[src/rtl/chunk_writer_pkg.sv]
// Shared types and constants for the chunk stream writer.
// FRAME_CHECKSUM_EN adds the CHECK state used for the per-frame checksum compare.
package chunk_writer_pkg;

  localparam int unsigned BYTES_PER_CHUNK = 4;
  localparam int unsigned CHUNKS_PER_ROW  = 16;
  localparam int unsigned ROWS_PER_PANEL  = 16;
  localparam int unsigned BYTE_W          = 8;
  localparam int unsigned WORD_W          = BYTE_W * BYTES_PER_CHUNK;
  localparam int unsigned SLOT_W          = $clog2(BYTES_PER_CHUNK);
  localparam int unsigned CHUNK_AW        = $clog2(CHUNKS_PER_ROW);
  localparam int unsigned ROW_AW          = $clog2(ROWS_PER_PANEL);
  localparam int unsigned PANEL_AW        = 2;

  typedef enum logic [1:0] {
    ST_IDLE,
    ST_ASSEMBLE,
    ST_WRITE
`ifdef FRAME_CHECKSUM_EN
    , ST_CHECK
`endif
  } state_e;

  // Drop one byte into its lane of a chunk word; slot 0 is the first byte received.
  function automatic logic [WORD_W-1:0] place_byte(input logic [WORD_W-1:0] word,
                                                   input logic [BYTE_W-1:0] data,
                                                   input logic [SLOT_W-1:0] slot,
                                                   input logic              msb_first);
    logic [WORD_W-1:0] w;
    logic [SLOT_W-1:0] pos;
    w   = word;
    pos = msb_first ? (SLOT_W'(BYTES_PER_CHUNK - 1) - slot) : slot;
    w[BYTE_W*pos +: BYTE_W] = data;
    return w;
  endfunction

endpackage

[src/rtl/chunk_addr_sequencer.sv]
// Cascaded chunk -> row -> panel address counters for the chunk stream writer.
// last_write_c flags the final address of a frame; advancing from it wraps to zero.
module chunk_addr_sequencer
  import chunk_writer_pkg::*;
#(
  parameter int unsigned LAST_PANEL = 3
) (
  input  logic                clk,
  input  logic                reset_n,
  input  logic                clear,
  input  logic                advance,
  output logic [CHUNK_AW-1:0] chunk_addr,
  output logic [ROW_AW-1:0]   row_addr,
  output logic [PANEL_AW-1:0] panel_addr,
  output logic                last_write_c
);

  logic [CHUNK_AW-1:0] chunk_q;
  logic [ROW_AW-1:0]   row_q;
  logic [PANEL_AW-1:0] panel_q;
  logic                chunk_wrap_c;
  logic                row_wrap_c;

  assign chunk_wrap_c = (chunk_q == CHUNK_AW'(CHUNKS_PER_ROW - 1));
  assign row_wrap_c   = (row_q == ROW_AW'(ROWS_PER_PANEL - 1));
  assign last_write_c = chunk_wrap_c && row_wrap_c && (panel_q == PANEL_AW'(LAST_PANEL));

  // Clear wins over advance; advancing past the last write restarts at zero.
  always_ff @(posedge clk or negedge reset_n) begin
    if (!reset_n) begin
      chunk_q <= '0;
      row_q   <= '0;
      panel_q <= '0;
    end else if (clear || (advance && last_write_c)) begin
      chunk_q <= '0;
      row_q   <= '0;
      panel_q <= '0;
    end else if (advance) begin
      chunk_q <= chunk_q + CHUNK_AW'(1);
      if (chunk_wrap_c) begin
        row_q <= row_q + ROW_AW'(1);
        if (row_wrap_c) begin
          panel_q <= panel_q + PANEL_AW'(1);
        end
      end
    end
  end

  assign chunk_addr = chunk_q;
  assign row_addr   = row_q;
  assign panel_addr = panel_q;

endmodule

[src/rtl/chunk_stream_writer.sv]
// Packs a host byte stream into 32-bit chunk writes addressed by panel/row/chunk.
// Define FRAME_CHECKSUM_EN to add a trailing checksum byte check and checksum_error.
module chunk_stream_writer
  import chunk_writer_pkg::*;
#(
  parameter int unsigned LAST_PANEL = 3,
  parameter bit          MSB_FIRST  = 1'b0
) (
  input  logic                clk,
  input  logic                reset_n,
  input  logic [BYTE_W-1:0]   in_data,
  input  logic                in_valid,
  input  logic                in_sof,
  output logic                in_ready,
  output logic [WORD_W-1:0]   chunk_data,
  output logic [CHUNK_AW-1:0] chunk_addr,
  output logic [ROW_AW-1:0]   row_addr,
  output logic [PANEL_AW-1:0] panel_addr,
  output logic                chunk_write_enable,
`ifdef FRAME_CHECKSUM_EN
  output logic                checksum_error,
`endif
  output logic                frame_done,
  output logic                frame_abort
);

  state_e              state_q, state_d;
  logic [WORD_W-1:0]   word_q, word_d;
  logic [SLOT_W-1:0]   slot_q, slot_d;
  logic                we_q, we_d;
  logic                done_q, done_d;
  logic                abort_q, abort_d;
  logic                ready_q, ready_d;
  logic                accept_c;
  logic                seq_clear_c;
  logic                seq_advance_c;
  logic                last_write_c;
`ifdef FRAME_CHECKSUM_EN
  logic [BYTE_W-1:0]   sum_q, sum_d;
  logic                cerr_q, cerr_d;
`endif

  assign accept_c      = in_valid && ready_q;
  assign seq_advance_c = (state_q == ST_WRITE);

  chunk_addr_sequencer #(
    .LAST_PANEL (LAST_PANEL)
  ) u_seq (
    .clk          (clk),
    .reset_n      (reset_n),
    .clear        (seq_clear_c),
    .advance      (seq_advance_c),
    .chunk_addr   (chunk_addr),
    .row_addr     (row_addr),
    .panel_addr   (panel_addr),
    .last_write_c (last_write_c)
  );

  always_ff @(posedge clk or negedge reset_n) begin
    if (!reset_n) begin
      state_q <= ST_IDLE;
      word_q  <= '0;
      slot_q  <= '0;
      we_q    <= 1'b0;
      done_q  <= 1'b0;
      abort_q <= 1'b0;
      ready_q <= 1'b1;
`ifdef FRAME_CHECKSUM_EN
      sum_q   <= '0;
      cerr_q  <= 1'b0;
`endif
    end else begin
      state_q <= state_d;
      word_q  <= word_d;
      slot_q  <= slot_d;
      we_q    <= we_d;
      done_q  <= done_d;
      abort_q <= abort_d;
      ready_q <= ready_d;
`ifdef FRAME_CHECKSUM_EN
      sum_q   <= sum_d;
      cerr_q  <= cerr_d;
`endif
    end
  end

  // Next-state and registered-output logic; an accepted sof always restarts the frame.
  always_comb begin
    state_d     = state_q;
    word_d      = word_q;
    slot_d      = slot_q;
    we_d        = 1'b0;
    done_d      = 1'b0;
    abort_d     = 1'b0;
    seq_clear_c = 1'b0;
`ifdef FRAME_CHECKSUM_EN
    sum_d       = sum_q;
    cerr_d      = cerr_q;
`endif

    if (accept_c && in_sof && (state_q != ST_WRITE)) begin
      abort_d     = (state_q != ST_IDLE);
      seq_clear_c = 1'b1;
      word_d      = place_byte('0, in_data, '0, MSB_FIRST);
      slot_d      = SLOT_W'(1);
      state_d     = ST_ASSEMBLE;
`ifdef FRAME_CHECKSUM_EN
      sum_d       = in_data;
`endif
    end else begin
      case (state_q)
        ST_IDLE: begin
          state_d = ST_IDLE;
        end
        ST_ASSEMBLE: begin
          if (accept_c) begin
            word_d = place_byte(word_q, in_data, slot_q, MSB_FIRST);
            slot_d = slot_q + SLOT_W'(1);
`ifdef FRAME_CHECKSUM_EN
            sum_d  = sum_q + in_data;
`endif
            if (slot_q == SLOT_W'(BYTES_PER_CHUNK - 1)) begin
              we_d    = 1'b1;
              state_d = ST_WRITE;
            end
          end
        end
        ST_WRITE: begin
          if (last_write_c) begin
`ifdef FRAME_CHECKSUM_EN
            state_d = ST_CHECK;
`else
            done_d  = 1'b1;
            state_d = ST_IDLE;
`endif
          end else begin
            state_d = ST_ASSEMBLE;
          end
        end
`ifdef FRAME_CHECKSUM_EN
        ST_CHECK: begin
          if (accept_c) begin
            cerr_d  = (in_data != sum_q);
            done_d  = 1'b1;
            state_d = ST_IDLE;
          end
        end
`endif
        default: begin
          state_d = ST_IDLE;
        end
      endcase
    end

    ready_d = (state_d != ST_WRITE);
  end

  assign in_ready           = ready_q;
  assign chunk_data         = word_q;
  assign chunk_write_enable = we_q;
  assign frame_done         = done_q;
  assign frame_abort        = abort_q;
`ifdef FRAME_CHECKSUM_EN
  assign checksum_error     = cerr_q;
`endif

endmodule

[config.mk]
export PLATFORM = sky130hd
export DESIGN_NAME = chunk_stream_writer
export DESIGN_NICKNAME = d
export VERILOG_FILES = /design/src/rtl/chunk_writer_pkg.sv /design/src/rtl/chunk_addr_sequencer.sv /design/src/rtl/chunk_stream_writer.sv
export SDC_FILE = /design/constraint.sdc
export NUM_CORES = 1
export LEC_CHECK = 0
export BUFFER_PORTS_ARGS = -buffer_cell sky130_fd_sc_hd__buf_4
export CAP_MARGIN = 20
export CELL_PAD_IN_SITES_DETAIL_PLACEMENT = 0
export CELL_PAD_IN_SITES_GLOBAL_PLACEMENT = 2
export CORE_AREA = 2 2 86 80
export CTS_CLUSTER_SIZE = 14
export DETAILED_ROUTE_END_ITERATION = 12
export DIE_AREA = 0 0 88 82
export GPL_TIMING_DRIVEN = 0
export HOLD_SLACK_MARGIN = 0.12
export PLACE_DENSITY_LB_ADDON = 0.08
export SETUP_SLACK_MARGIN = 0.1
export SYNTH_ARGS = -nofsm -noshare
export SYNTH_HDL_FRONTEND = slang
export SYNTH_SLANG_ARGS = --single-unit
[constraint.sdc]
create_clock -name clk -period 3.4 [get_ports clk]
set_clock_uncertainty 0.15 [all_clocks]
set_input_delay 0.51 -clock clk [delete_from_list [all_inputs] [get_ports clk]]
set_output_delay 0.51 -clock clk [all_outputs]
set_load 0.02 [all_outputs]
==> results.txt <==
Status - finished clean
Total gr overflow - 0
Clk buf depth - 2
GP Congestion - 0.747
Post-synth EDFFs - 0
Synth warn - 0
Switch share - 25.9%
Mean post-synth cell area - 11.5 µm²
Drt pass-1 iters - 4
Largest net degree at the start of global routing - 51
CTS Buf Count - 5
Estimated wirelength of the detail-placed design - 3.84 mm
Register bit total from synthesis - 50
Initial antenna violation count - 0
Worst-path fanout max - 8
Syn nets - 216
Worst Setup Start Kind - flop
Max-slew violations - 0
Hold Crit Start - in_data[6]
Top cell type's share of synthesized area - 55.2%
CTS H-tree lvls - 2
Max cap viols - 0
Vias in the first global route - 1594
Reg-to-reg critical path startpoint - state_q[1]
Fraction of layout cells with a size suffix above 1 - 32.4%
# port buffers - 57
Max-Slew Margin vs Limit - 54.7%
Commonest cells after routing, fill and taps aside - 57 x buf_4, 49 x dfrtp_1, 30 x nand2_1
Critical Path Sink Type - flop
Worst-path cell chain - inv_1, ha_1, buf_6, nand3_4, or3_1, nor2_1, a22o_1
Reg2Reg Capture Point - chunk_data[15]
Die H - 82 µm
Post-Place Cells - 340
Vias per Instance - 4.87
Synth cell types - 34
Fraction of registers with async set/reset - 100%
Fin crit share - 66.5%
Worst EP required - 3500 ps
Gate power share - 11.1%
I/O pins - 58
Cell depth of the worst min-delay path - 2
Post-CTS Repair Setup Buffers - 0
Max Clk Rate - 442 MHz
R2r setup slk - 1140 ps
First-pass GRT wire length - 8.61 mm
Top cells by area, synth - dfrtp_1 55%, a22o_1 9.5%, ha_1 6.2%, nand2_1 5.1%, a22o_2 3.6%
Core ar. - 6340 µm²
Layout area overhead - 30.0%
Diodes inserted - 0
Fillers - 623
LEAKAGE - 1.41 nW
Max incr delay on CP - 550 ps
Final hold vios - 0
WP buf/inv - 2
Cell area after synthesis - 2220 µm²
ANT nets after route - 0
Clock slew at reported path FFs - 110 ps
Crit Path Class - flop to flop
Iter 0 DRT Violations - 65
Yosys top cell by area - dfrtp_1
Hold slack - 288 ps
Wirelength, routed - 5.53 mm
# nets final - 281
Sequential share of power - 52.0%
Post-Syn Instances - 193
Clock power frac - 36.9%
Routed WL per cell - 15.8 µm
Initial Util - 35.0%
Pin slew with the least headroom to its limit - 676 ps
Final worst slack - 1140 ps
Minimum clock period - 2260 ps
GRT Overall Usage - 16.0%
Switching power - 0.311 mW
Unrepaired setup endpoints after global routing - no
Root Driver - clkbuf_8
Sequential area share after synthesis - 56.4%
TritonCTS clock tree - done
Commonest non-fill, non-tap cell in the layout - buf_4
Pre-CTS WS - 1200 ps
VDD IR max - 0.168 mV
Clock latency on the worst-skew pair - 310 ps
Die width - 88 µm
FP Rows - 28
Clk sinks - 50
Worst min-delay path class - primary input to flop
Reg2reg path depth - 7
Primary FF master, synth - dfrtp_1
Routed via count - 1700
DRC viols - 0
Hold worst-path end - chunk_data[14]
TNS Setup - 0 ps
Int Power - 0.888 mW
Cell family with most CP delay - simple AND/OR/NAND/NOR gates
Fin cells - 349
Die ar. - 7220 µm²
Slowest-stage cell, CP - nor2_1
Final setup vio count - 0
Worst EP arrival - 2360 ps
Power per standard cell area - 415 nW/µm²
[per-layer routing]
layer / vias to the layer above / GRT usage [%] / wire [µm]
li1: 826 / - / -
met5: - / 0 / 0
met2: 37 / 22.8 / 2490
met3: 6 / 4.32 / 236
met1: 831 / 23.7 / 2730
met4: 0 / 4.62 / 68
[final cells by class]
type,instances,area (µm²),area share (%)
clock buffer,5,68.8,2.38
tap,90,113,3.90
sequential,50,1250,43.4
timing repair buffer,58,438,15.2
clock inverter,3,47.5,1.65
buffer,8,53.8,1.86
inverter,7,26.3,0.910
multi-input combinational,128,887,30.7
[synth_stat cells, types with 2 or more instances]
cell / instances
nand3_1: 8
o21ai_0: 5
nand2b_1: 2
nand4_1: 3
nor2_1: 7
buf_6: 3
clkbuf_1: 4
and4_1: 2
a22o_2: 8
inv_1: 7
a22o_1: 24
ha_1: 11
dfrtp_1: 49
a31oi_1: 2
a21oi_1: 9
nor3_1: 2
nand2_1: 30
[metrics by stage]
step / instance area (µm²) / power, mW / util, %
4_1_cts: 2890 / 1.21 / 45.5
3_3_place_gp: 2760 / 0.770 / 43.5
3_5_place_dp: 2760 / 0.769 / 43.5
2_1_floorplan: 2220 / 0.700 / -
6_report: 2890 / 1.20 / 45.5
5_1_grt: 2890 / 1.25 / 45.5
[worst max path at each step]
stage                                 to  depth (start not counted)        from  slack, ps
final                     chunk_data[15]                          7  state_q[1]       1140
after global routing      chunk_data[15]                          7  state_q[1]       1000
after CTS                 chunk_data[15]                          7  state_q[1]       1130
after detailed placement  chunk_data[12]                          7  state_q[1]       1200
after global placement    chunk_data[12]                          7  state_q[1]       1230
after floorplan           chunk_data[24]                          8  state_q[1]       1510
[power by group through the flow]
| stage | Combinational, mW | Clock [mW] | Sequential, mW |
|---|---|---|---|
| floorplan | 0.0480 | 0 | 0.652 |
| global placement | 0.134 | 0 | 0.635 |
| detailed placement | 0.134 | 0 | 0.635 |
| CTS | 0.136 | 0.452 | 0.624 |
| global route | 0.147 | 0.474 | 0.626 |
| finish | 0.133 | 0.442 | 0.624 |
[cell families (layout without fill, tap and decap cells)]
kind of cell             Yosys count  count (layout)  synth area share [%]
flip-flops                        50              50                  56.4
AO/OA/AOI/OAI                     53              53                  18.5
buffers and inverters             15              81                  3.61
XOR/XNOR                           2               2                 0.789
AND/OR/NAND/NOR                   62              62                  14.5
adder cells (fa/ha/maj)           11              11                  6.20
[worst register-to-register path: stages (launching register included)]
cell,delay (ps)
dfrtp_1,390
inv_1,100
ha_1,160
buf_6,140
nand3_4,120
or3_1,360
nor2_1,550
a22o_1,230
[flip-flops by register name, summed over array words and instances (netlist names)]
| name | count |
|---|---|
| u_seq.chunk_addr | 4 |
| u_seq.row_addr | 4 |
| frame_abort | 1 |
| state_q | 2 |
| chunk_write_enable | 1 |
| slot_q | 2 |
| u_seq.panel_addr | 2 |
| chunk_data | 32 |
| in_ready | 1 |
| frame_done | 1 |
[what timing repair did]
item | in CTS | in global routing
gates resized for setup | 0 | 0
hold buffers | 1 | 0
endpoints found under the hold margin | 49 | 0
(Power assumes the default switching activity.)
